### src/rtl/instruction_fetch.sv
// ---------------------------------------------------------------------------
// InstructionFetch
//   Fetch stage front end. Keeps the fetch PC, issues requests to a
//   zero-latency instruction memory and holds the last fetched word in an
//   output register until the control stage consumes it. Supports redirects
//   (branch/jump) and parks in a sticky fault state when redirected to a
//   target that is not word aligned.
//
// Parameters
//   WORDSIZE          address / data word width
//   INSTRUCTION_SIZE  instruction width
//   RESET_PC          first fetch address after reset
//
// Ports
//   clk                in   clock, rising edge
//   rst_n              in   asynchronous reset, active low
//   stall              in   control stage not accepting the current word
//   redirect_en        in   load redirect_pc as the next fetch address
//   redirect_pc        in   redirect target
//   im_req             out  instruction memory request
//   im_addr            out  instruction memory address (fetch PC)
//   im_ready           in   memory returns im_rdata this cycle
//   im_rdata           in   fetched instruction word
//   instruction        out  registered instruction to the control unit
//   instruction_valid  out  instruction holds a valid, unconsumed word
//   pc                 out  address of the word in instruction
//   misaligned_err     out  sticky misaligned-redirect flag
//   fetch_count        out  instructions accepted from memory since reset
// ---------------------------------------------------------------------------
module instruction_fetch #(
  parameter int                    WORDSIZE         = 64,
  parameter int                    INSTRUCTION_SIZE = 32,
  parameter logic [WORDSIZE-1:0]   RESET_PC         = '0
) (
  input  logic                        clk,
  input  logic                        rst_n,
  input  logic                        stall,
  input  logic                        redirect_en,
  input  logic [WORDSIZE-1:0]         redirect_pc,
  output logic                        im_req,
  output logic [WORDSIZE-1:0]         im_addr,
  input  logic                        im_ready,
  input  logic [INSTRUCTION_SIZE-1:0] im_rdata,
  output logic [INSTRUCTION_SIZE-1:0] instruction,
  output logic                        instruction_valid,
  output logic [WORDSIZE-1:0]         pc,
  output logic                        misaligned_err,
  output logic [31:0]                 fetch_count
);

  typedef enum logic [1:0] {
    FETCH = 2'd0,
    HOLD  = 2'd1,
    FAULT = 2'd2
  } state_t;

  state_t              r_state;
  logic [WORDSIZE-1:0] r_fetchPc;

  logic w_consume;
  logic w_imReq;
  logic w_fetchDone;
  logic w_misaligned;

  // Request decode. A request is only made while in FETCH and the output
  // register is either empty or being drained this cycle; gating with rst_n
  // keeps the request low for the whole reset interval.
  assign w_consume    = instruction_valid & ~stall;
  assign w_imReq      = rst_n & (r_state == FETCH) & (~instruction_valid | ~stall);
  assign w_fetchDone  = w_imReq & im_ready & ~redirect_en;
  assign w_misaligned = (redirect_pc[1:0] != 2'b00);

  assign im_req  = w_imReq;
  assign im_addr = r_fetchPc;

  // Main state machine and output register. A redirect overrides every
  // other event in FETCH and HOLD; FAULT only leaves through reset.
  // Leaving HOLD with stall low is itself a consumption, so the held word
  // is dropped and fetching restarts from the saved fetch PC.
  always_ff @(posedge clk or negedge rst_n) begin
    if (!rst_n) begin
      r_state           <= FETCH;
      r_fetchPc         <= RESET_PC;
      instruction       <= '0;
      pc                <= '0;
      instruction_valid <= 1'b0;
      misaligned_err    <= 1'b0;
      fetch_count       <= '0;
    end else begin
      case (r_state)
        FETCH, HOLD: begin
          if (redirect_en) begin
            r_fetchPc         <= redirect_pc;
            instruction_valid <= 1'b0;
            if (w_misaligned) begin
              r_state        <= FAULT;
              misaligned_err <= 1'b1;
            end else begin
              r_state <= FETCH;
            end
          end else if (r_state == FETCH) begin
            if (w_fetchDone) begin
              instruction       <= im_rdata;
              pc                <= r_fetchPc;
              instruction_valid <= 1'b1;
              r_fetchPc         <= r_fetchPc + WORDSIZE'(4);
              fetch_count       <= fetch_count + 32'd1;
            end else if (w_consume) begin
              instruction_valid <= 1'b0;
            end
            if (instruction_valid && stall) begin
              r_state <= HOLD;
            end
          end else begin
            if (!stall) begin
              r_state           <= FETCH;
              instruction_valid <= 1'b0;
            end
          end
        end
        FAULT: begin
          instruction_valid <= 1'b0;
        end
        default: begin
          r_state <= FAULT;
        end
      endcase
    end
  end

endmodule

### config.mk
export PLATFORM = sky130hd
export DESIGN_NAME = instruction_fetch
export DESIGN_NICKNAME = d
export VERILOG_FILES = /design/src/rtl/instruction_fetch.sv
export SDC_FILE = /design/constraint.sdc
export NUM_CORES = 1
export LEC_CHECK = 0
export ABC_CLOCK_PERIOD_IN_PS = 2400
export CORE_MARGIN = 2
export CORE_UTILIZATION = 45
export DETAILED_ROUTE_END_ITERATION = 6
export PLACE_DENSITY_LB_ADDON = 0.05
export SYNTH_ARGS = -nofsm -noshare
export SYNTH_HDL_FRONTEND = slang
export SYNTH_SLANG_ARGS = --single-unit
### constraint.sdc
create_clock -name clk -period 2.4 [get_ports clk]
set_input_delay 0.48 -clock clk [delete_from_list [all_inputs] [get_ports clk]]
set_output_delay 0.48 -clock clk [all_outputs]
set_load 0.05 [all_outputs]
==> reports/metrics.yaml, run 1 <==
status: "finished, final reports clean"
async_flop_share: 1.00
drive_above_1_share: 0.107
netlist_area_um2: 9300
dieArea_um2: 21800
total_power_mw: 6.94
final_area_um2: 13600
gr-total-overflow: 0
io_buffers: 295
powerDensity_nw_per_um2: 509
h-tree-depth: 4
dp_hpwl_mm: 20.9
synth.largest_area_cell: "dfrtp_1"
max_freq_mhz: 426
start_util: 0.459
maxCapViolCount: 0
grt_max_degree: 162
fin_nets: 1466
period_share: 0.978
num-fill-cells: 1727
drt_iter0_drc: 550
peakVddDrop_v: 0.000463
area_delta_synth_final_pct: 46.5
final_core_util: 0.673
rsz0062_at_grt: "no"
wl_per_cell_um: 17.7
ys_seq_area_frac: 0.528
routed_via_density: 5.35
grt_pass1_vias: 8692
grt_pass1_wl_mm: 46.8
ys.flop_type: "dfrtp_1"
synth_common_cells: "333 x nand2_1, 196 x dfrtp_1, 47 x xnor2_1, 40 x a21oi_1, 40 x clkbuf_1"
required_ps: 1920
clk_latency_ps: 440
cp_max_fo: 8
clock_path_buffers: 2
cpLargestDelayFamily: "buffers and inverters"
antenna_left: 0
start_kind: "register"
dr.pass1.iters: 5
critPathBufInv: 1
critical_path_class: "register to primary output"
synth_most_common_cell: "nand2_1"
grtUsageTotal: 0.271
slew_violations: 0
cts_tree: "yes"
synth_nets: 1124
slowest_delay_ps: 880
regArea_um2: 4900
die_w_um: 148
rows: 52
routed_wirelength_mm: 29.0
finalHoldViolations: 0
max_slew_margin: 0.387
arrival_ps: 1870
clk_pin_slew_worst_paths_ps: 80
hp-class: "primary input to asynchronous set/reset pin"
place_ws_ps: -143
cts_hold_buf: 0
place_congestion: 0.842
io_pins: 296
synth_edf_count: 0
multi_input_area_um2: 4160
synth_area_leaders: "dfrtp_1 53%, nand2_1 13%, xnor2_1 4.4%, a21oi_1 2.2%, nand3_1 2.1%"
drcViolationCount: 0
fp.coreArea_um2: 20200
cp-end-kind: "primary output"
syn_avg_cell_area_um2: 9.11
finalWorstSetupSlack_ps: 52.4
vias: 8801
yosysWarnings: 0
finalSetupViolCount: 0
whs_ps: 40.6
antenna_found_initial: 1
cp_cell_sequence: "clkdlybuf4s50_1"
tightest_slew_ps: 920
ys_seq_elements: 196
clock-sinks: 196
ys_types: 57
postSynthCellCount: 1021
period_minus_slack_ps: 2350
die_h_um: 148
p_leak_nw: 6.17
cts_buffers: 17
synth_top_cell_area_share: 0.528
root_buffer: "clkbuf_16"
cpMaxStageDelayCell: "clkdlybuf4s50_1"
placed_area_um2: 13000
clock_skew_ps: 13.6
-- routing by layer --
metal  global-route usage  share of wire
met5                    0              0
met4                0.102          0.027
met1                0.367           0.44
met3               0.0528          0.062
met2                0.434           0.47
-- through the flow --
step	setup TNS, ps	instances
finish	0	1645
global route	0	1645
CTS	0	1643
detailed placement	-3930	1613
global placement	-453	1613
floorplan	0	1021
-- where the power goes --
part	internal (mW)	switching [mW]	total, mW
clock	1.39	1.39	2.77
sequential	3.35	0.0535	3.40
combinational	0.327	0.434	0.761
-- layout by cell type, fill, tap and decap left out, types with 22 or more instances in the layout --
cell type and instances:
a21oi_1 40, buf_4 83, clkdlybuf4s50_1 292, dfrtp_1 196, nand2_1 332, nand3_1 39, nand4_1 22, nor2_1 35
nor3_1 24, o21ai_0 36, xnor2_1 47
-- kinds of logic after synthesis --
| group | count (synthesis) | share of synthesized area |
|---|---|---|
| and+or+nand+nor | 531 | 0.268 |
| DFF | 196 | 0.528 |
| AOI/OAI and AO/OA | 145 | 0.0954 |
| xor gates and xnor gates | 67 | 0.0631 |
| buffers and inverters | 66 | 0.0281 |
| muxes | 14 | 0.0151 |
| adders and majority gates | 2 | 0.00269 |
-- area by class of cell --
type	instances	share of cell area
sequential	196	0.360
multi-input combinational	759	0.305
timing repair buffer	380	0.266
clock buffer	18	0.0322
tap	270	0.0248
clock inverter	12	0.00873
inverter	9	0.00248
antenna	1	0.000184
-- final timing paths --
check                                start               to  slack [ps]  cells after the start
max in group asynchronous            rst_n      im_addr[10]        1100                      3
hold reg to reg            fetch_count[31]  fetch_count[31]         470                      1
setup / recovery                im_addr[6]       im_addr[6]          50                      1
min in group clk           fetch_count[31]  fetch_count[31]         470                      1
setup reg to reg               im_addr[22]      im_addr[42]         150                      7
hold / removal                       rst_n           pc[30]          40                      2
-- registers in the layout, summed over array words and instances (netlist names) --
| name | count |
|---|---|
| pc | 64 |
| r_state | 2 |
| fetch_count | 32 |
| instruction | 32 |
| misaligned_err | 1 |
| instruction_valid | 1 |
| im_addr | 64 |
-- what timing repair did --
action | in CTS | in global routing
resized for setup | 0 | 1
buffers inserted | 0 | 1
setup endpoints to repair | 0 | 3
Note: power is estimated with default switching activity, not from simulation.
==> run 2: changes to the inputs <==
- CTS_CLUSTER_SIZE: not set -> 30
==> results of run 2 <==
Same layout as run 1: the final DEF is identical, and so are final timing and power.
==> run 3: changes to the inputs <==
- CORE_UTILIZATION: 45 -> 38
==> reports/metrics.yaml, run 3 (synthesized netlist as in run 1, its figures left out) <==
status: "finished, final reports clean"
die_h_um: 160
critPathBufInv: 2
maxCapViolCount: 0
root_buffer: "clkbuf_16"
grt_pass1_wl_mm: 47.8
tightest_slew_ps: 745
rows: 57
routed_via_density: 5.03
placed_area_um2: 13200
clock_path_buffers: 2
routed_wirelength_mm: 29.6
cp_max_fo: 5
vias: 8569
grtUsageTotal: 0.234
whs_ps: 105
hp-class: "primary input to asynchronous set/reset pin"
fp.coreArea_um2: 24200
dp_hpwl_mm: 21.5
finalSetupViolCount: 0
period_share: 0.962
period_minus_slack_ps: 2310
cpMaxStageDelayCell: "clkdlybuf4s50_1"
gr-total-overflow: 0
io_pins: 296
critical_path_class: "register to primary output"
arrival_ps: 1830
area_delta_synth_final_pct: 48.1
dieArea_um2: 25700
rsz0062_at_grt: "yes"
grt_pass1_vias: 8572
cp_cell_sequence: "buf_4, clkdlybuf4s50_1"
grt_max_degree: 112
fin_nets: 1471
h-tree-depth: 4
clock_skew_ps: 19.6
antenna_found_initial: 0
final_cells: 1703
max_slew_margin: 0.504
wl_per_cell_um: 17.4
dpl.cell_count: 1671
cts_tree: "yes"
slew_violations: 0
final_common_cell: "nand2_1"
peakVddDrop_v: 0.000349
clk_latency_ps: 440
cpLargestDelayFamily: "buffers and inverters"
io_buffers: 295
final_cell_mix: "332 x nand2_1, 292 x clkdlybuf4s50_1, 196 x dfrtp_1"
finalWorstSetupSlack_ps: 90.2
die_w_um: 160
finalHoldViolations: 0
start_kind: "register"
antenna-diode-count: 0
antenna_left: 0
setup_tns_ps: 0
powerDensity_nw_per_um2: 502
p_leak_nw: 6.21
final_area_um2: 13800
slowest_delay_ps: 810
drcViolationCount: 0
required_ps: 1920
cp-end-kind: "primary output"
dr.pass1.iters: 6
clk_pin_slew_worst_paths_ps: 80
drt_iter0_drc: 505
start_util: 0.385
max_freq_mhz: 433
drive_above_1_share: 0.110
cts_buffers: 17
clock-sinks: 196
cts_hold_buf: 0
place_ws_ps: -129
place_congestion: 0.792
## run 3: cell types whose count changed in the layout (fill, tap and decap cells not counted), sizes merged
cell	previous run	this run
buf	87	93
clkbuf	19	18
diode	1	0
## run 3: layer usage
layer / vias to the layer above / GRT usage / part of all wire
met5: - / 0 / 0
met4: 0 / 0.0479 / 0.0084
met3: 16 / 0.0527 / 0.057
met2: 251 / 0.377 / 0.48
met1: 4136 / 0.326 / 0.46
li1: 4166 / - / -
## run 3: final timing paths
path / slack [ps] / cells after the start / from / to
hold reg to reg: 470 / 2 / instruction[25] / instruction[25]
setup reg to reg: 130 / 8 / im_addr[3] / im_addr[42]
hold / removal: 110 / 2 / rst_n / im_addr[24]
min in group clk: 470 / 2 / instruction[25] / instruction[25]
max in group asynchronous: 1650 / 2 / rst_n / im_addr[7]
setup / recovery: 90 / 2 / im_addr[4] / im_addr[4]
## run 3: timing repair
item                       CTS  global route
setup endpoints to repair    0            10
hold endpoints to repair     0             0
resized for setup            0             3
setup buffers                0             2
## run 3: power by group
part | internal (mW) | total, mW | leakage (nW) | switching [mW]
logic | 0.337 | 0.784 | 3.38 | 0.447
registers | 3.35 | 3.39 | 2.56 | 0.0424
clock network | 1.36 | 2.73 | 0.266 | 1.37
## run 3: through the flow
| stage | total power [mW] | util |
|---|---|---|
| floorplan | 3.80 | - |
| CTS | 7.01 | 0.569 |
| global placement | 4.24 | 0.546 |
| finish | 6.91 | 0.570 |
| detailed placement | 4.25 | 0.546 |
| global route | 7.19 | 0.570 |
## run 3: layout make-up
cell class,count,area (um^2)
fillers,2163,10400
repair buffers,385,3710
inverters,9,33.8
well taps,324,405
multi-input cells,759,4160
flip-flops and latches,196,4900
clock buffers,18,429
clock inverters,12,119
